==> src/rtl/seq_divider.sv <==
// Multi-cycle signed 32-bit divider: restoring division on magnitudes, one quotient bit per cycle,
// with signs applied when the result is published. Divide-by-zero short-circuits straight to DONE.
module seq_divider #(
    parameter int DATA_W = 32
) (
    input  logic              clock,
    input  logic              reset_n,
    input  logic [DATA_W-1:0] data_operandA,
    input  logic [DATA_W-1:0] data_operandB,
    input  logic              ctrl_DIV,
    output logic [DATA_W-1:0] data_result,
    output logic [DATA_W-1:0] data_remainder,
    output logic              data_exception,
    output logic              data_resultRDY,
    output logic              busy
);

    typedef enum logic [1:0] {
        IDLE,
        RUN,
        DONE
    } state_t;

    localparam logic [5:0] LAST_STEP = 6'(DATA_W - 1);

    state_t                   state, state_nxt;
    logic                     accept;
    logic [5:0]               count;

    logic signed [DATA_W-1:0] op_a, op_b;
    logic [DATA_W-1:0]        dvd, dvs, quo, rem;
    logic                     sign_a, sign_b, div_zero;

    logic [DATA_W:0]          diff;
    logic                     q_bit;
    logic [DATA_W-1:0]        rem_step;

    function automatic logic [DATA_W-1:0] abs_val(input logic signed [DATA_W-1:0] v);
        // The most negative value wraps to itself, which is exactly its magnitude as unsigned.
        return v[DATA_W-1] ? DATA_W'(-v) : DATA_W'(v);
    endfunction

    function automatic logic [DATA_W-1:0] apply_sign(input logic [DATA_W-1:0] mag,
                                                     input logic              neg);
        return neg ? DATA_W'(-mag) : mag;
    endfunction

    assign op_a = data_operandA;
    assign op_b = data_operandB;

    always_comb begin
        state_nxt = state;
        accept    = 1'b0;
        case (state)
            IDLE: begin
                if (ctrl_DIV) begin
                    accept    = 1'b1;
                    state_nxt = (op_b == '0) ? DONE : RUN;
                end
            end
            RUN: begin
                if (count == LAST_STEP) state_nxt = DONE;
            end
            DONE:    state_nxt = IDLE;
            default: state_nxt = IDLE;
        endcase
    end

    // The partial remainder is always below |B| <= 2^31, so a 33-bit difference keeps a valid sign bit.
    always_comb begin
        diff     = {rem, dvd[DATA_W-1]} - {1'b0, dvs};
        q_bit    = ~diff[DATA_W];
        rem_step = q_bit ? diff[DATA_W-1:0] : {rem[DATA_W-2:0], dvd[DATA_W-1]};
    end

    always_ff @(posedge clock) begin
        if (accept) begin
            dvd      <= abs_val(op_a);
            dvs      <= abs_val(op_b);
            quo      <= '0;
            rem      <= '0;
            sign_a   <= op_a[DATA_W-1];
            sign_b   <= op_b[DATA_W-1];
            div_zero <= (op_b == '0);
        end else if (state == RUN) begin
            dvd <= {dvd[DATA_W-2:0], 1'b0};
            quo <= {quo[DATA_W-2:0], q_bit};
            rem <= rem_step;
        end
    end

    always_ff @(posedge clock or negedge reset_n) begin
        if (!reset_n) begin
            state          <= IDLE;
            count          <= '0;
            data_result    <= '0;
            data_remainder <= '0;
            data_exception <= 1'b0;
            data_resultRDY <= 1'b0;
            busy           <= 1'b0;
        end else begin
            state          <= state_nxt;
            data_resultRDY <= (state == DONE);
            // Stays high through the ready-pulse cycle; a held start re-raises it on the next edge.
            busy           <= accept || (state != IDLE);
            if (accept) begin
                count <= '0;
            end else if (state == RUN) begin
                count <= count + 6'd1;
            end
            if (state == DONE) begin
                data_result    <= apply_sign(quo, sign_a ^ sign_b);
                data_remainder <= apply_sign(rem, sign_a);
                data_exception <= div_zero;
            end
        end
    end

endmodule

==> config.mk <==
export PLATFORM = sky130hd
export DESIGN_NAME = seq_divider
export DESIGN_NICKNAME = d
export VERILOG_FILES = /design/src/rtl/seq_divider.sv
export SDC_FILE = /design/constraint.sdc
export NUM_CORES = 1
export LEC_CHECK = 0
export BUFFER_PORTS_ARGS = -buffer_cell sky130_fd_sc_hd__buf_2
export CAP_MARGIN = 25
export CORE_MARGIN = 2
export CORE_UTILIZATION = 50
export CTS_BUF_LIST = sky130_fd_sc_hd__clkbuf_4 sky130_fd_sc_hd__clkbuf_8 sky130_fd_sc_hd__clkbuf_16
export CTS_CLUSTER_SIZE = 12
export DETAILED_ROUTE_END_ITERATION = 7
export GPL_ROUTABILITY_DRIVEN = 0
export HOLD_SLACK_MARGIN = 0.12
export PLACE_DENSITY = 0.77
export SYNTH_ARGS = -nofsm -noshare
export SYNTH_HDL_FRONTEND = slang
export SYNTH_SLANG_ARGS = --single-unit
==> constraint.sdc <==
create_clock -name clock -period 3.65 [get_ports clock]
set_input_delay 0.1825 -clock clock [delete_from_list [all_inputs] [get_ports clock]]
set_output_delay 0.1825 -clock clock [all_outputs]
set_load 0.01 [all_outputs]
==> results.yml <==
worst_setup_path:
  crit_arrival_ns: 3.59
  required_ns: 3.91
  crit_path_end_kind: "flop"
  cp-endpoint: "dvs[30]"
  crit_path_start: "data_operandB[3]"
  cp-start-kind: "input pin"
  r2r_slack_ns: 0.43
  rr_startpoint: "dvs[0]"
  critPathKind: "input pin to flop"
  reg2reg_to: "rem[0]"
  cp_max_fo: 5
  r2r_cells: 11
synthesis:
  synth.distinct_cells: 73
  syn_area_um2: 12000
  synth-warning-count: 0
  yosysTopAreaCell: "edfxtp_1"
  async_reset_ff_frac: 0.364
  avgSynthCellArea_um2: 8.98
  ys.flop_type: "dfrtp_1"
  synthTopCellsByArea: "edfxtp_1 17%, dfrtp_1 16%, dfxtp_1 11%"
  synth-edff-count: 67
  yosysTopAreaCellShare: 0.167
  ys_seq_area_frac: 0.430
  ys_ff_latch: 206
  synthCells: 1337
  syn-num-nets: 1442
cts:
  h-tree-depth: 1
  cts_hold_buf: 70
  post_cts_buffers: 0
  clock_latency_ns: 0.52
  cts.clk_slew.worst_paths_ns: 0.06
  cts.sinks: 206
  cts_made_buffers: 23
  root_buffer: "clkbuf_16"
  clock_path_buffers: 3
  tritoncts: "yes"
  cts_resized: 0
detailed_routing:
  drc: 0
  via_count: 10200
  viasPerCell: 5.52
  ant_nets: 0
  wl_per_cell_um: 15.1
  first_iter_violations: 749
  wirelength_um: 27800
  drtPass1Iterations: 5
power:
  ir_worst_vdd_mv: 0.500
  p_leak_uw: 0.00614
  powerDensity_nw_per_um2: 904
grt:
  grt.overflow.total: 0
  gr-usage-met2: 0.351
  grtUsageMet3: 0.0263
  grt_max_degree: 104
  grt_use_total: 0.215
  antenna_found_initial: 0
  grt.busiest_layer: "met2"
  grt_pass1_vias: 9511
  grt_pass1_wl_um: 46300
  use_met1: 0.305
timing:
  finalCriticalPeriod_ns: 3.33
  finalHoldViolations: 0
  fin_skew_ns: 0.0155
  worst_pin_slew_ns: 0.927
  rsz0062_at_grt: "no"
  fmax_mhz: 300
  relSlewSlack: 0.382
  period_share: 0.912
  slew_violations: 0
  whs_ns: 0.141
  fin_setup_tns_ns: 0
  finalSetupViolations: 0
floorplanning:
  fp.dieArea_um2: 25300
  start_util: 0.510
  ios: 134
  die_y_um: 159
  rows: 56
  core-area_um2: 23500
  dieWidth_um: 159
status:
  outcome: "finished clean"
worst_hold_path:
  hold_class: "input pin to flop"
final_layout:
  fin_util: 0.613
  final_common_cell: "nand2_1"
  num_antenna_cells: 0
  layout.nets: 1617
  area_growth_syn_to_layout_pct: 20.1
  layout-drive-gt1-share: 0.148
  layout_common_cells: "241 x nand2_1, 184 x o21ai_0, 132 x buf_2"
placement:
  hpwl_um: 19600
  io_buffers: 133
job:
  max-cap-violations: 0
-- worst min path at each step --
stage,from,endpoint,slack [ns],cells after the start
floorplan,reset_n,busy,-0.11,0
global placement,reset_n,data_result[18],0.38,1
detailed placement,reset_n,data_result[17],0.39,1
CTS,data_operandA[16],dvd[16],0.13,3
global route,data_operandA[16],dvd[16],0.17,3
finish,data_operandA[16],dvd[16],0.14,3
-- sequential cells by signal (all words and copies together), names as in the netlist --
name	flops
data_result	32
data_resultRDY	1
quo	32
busy	1
rem	32
dvd	32
state	2
data_exception	1
div_zero	1
data_remainder	32
sign_a	1
count	6
dvs	32
sign_b	1
-- synth_stat cells (6+ instances only) --
library cell / instances
a21o_1: 11
a21oi_1: 46
a2bb2oi_1: 9
a31oi_1: 7
and3_1: 10
clkbuf_1: 59
dfrtp_1: 75
dfxtp_1: 64
edfxtp_1: 67
ha_1: 37
inv_1: 56
mux2i_1: 21
nand2_1: 242
nand2b_1: 17
nand3_1: 25
nand4_1: 7
nor2_1: 35
nor2b_1: 6
nor3_1: 11
nor4_1: 6
o211ai_1: 6
o21a_1: 6
o21ai_0: 184
o21ai_1: 26
o31ai_1: 28
o41ai_1: 15
or3_1: 8
or4_1: 16
xnor2_1: 67
xor2_1: 79
-- metal layers --
layer,vias to the layer above,share of wire
li1,5102,-
met1,4731,0.46
met2,308,0.45
met3,54,0.062
met4,0,0.023
met5,-,0
-- layout make-up --
type | count | area [um2]
clock buffers | 34 | 677
clock inverters | 8 | 78.8
fillers | 2010 | 9110
inverters | 56 | 210
multi-input cells | 1006 | 6390
flip-flops and latches | 206 | 5170
well taps | 319 | 399
repair buffers | 219 | 1500
-- where the power goes --
| group | internal, uW | switching, uW |
|---|---|---|
| combinational | 2640 | 3930 |
| clock | 1360 | 921 |
| sequential | 3450 | 738 |
-- kinds of logic (layout without fill, tap and decap cells) --
kind of cell | count (synthesis) | after routing | synth area share
DFF | 206 | 206 | 0.430
buffers and inverters | 125 | 317 | 0.0399
and+or+nand+nor | 414 | 414 | 0.164
AOI/OAI and AO/OA | 385 | 385 | 0.199
adders and majority gates | 38 | 38 | 0.0402
muxes | 23 | 23 | 0.0194
xor gates and xnor gates | 146 | 146 | 0.106
-- stage by stage --
| stage | instances | area [um2] | power [uW] | worst slack, ns |
|---|---|---|---|---|
| after floorplan | 1337 | 12000 | 8850 | 0.786 |
| after global routing | 1848 | 14400 | 14000 | 0.0549 |
| final | 1848 | 14400 | 13000 | 0.320 |
| after global placement | 1735 | 13000 | 10500 | 0.535 |
| after CTS | 1847 | 14400 | 13100 | 0.335 |
| after detailed placement | 1735 | 13000 | 10700 | 0.472 |
-- worst max-delay path: stages --
cell	delay [ns]
dlygate4sd3_1	0.53
buf_2	0.15
nor4_2	0.37
nand3_1	0.24
or4_4	0.49
or3_1	0.41
nand2b_1	0.22
o41ai_1	0.32
xnor2_1	0.10
dlygate4sd3_1	0.57
No activity file was read; power rests on OpenSTA's default activity.
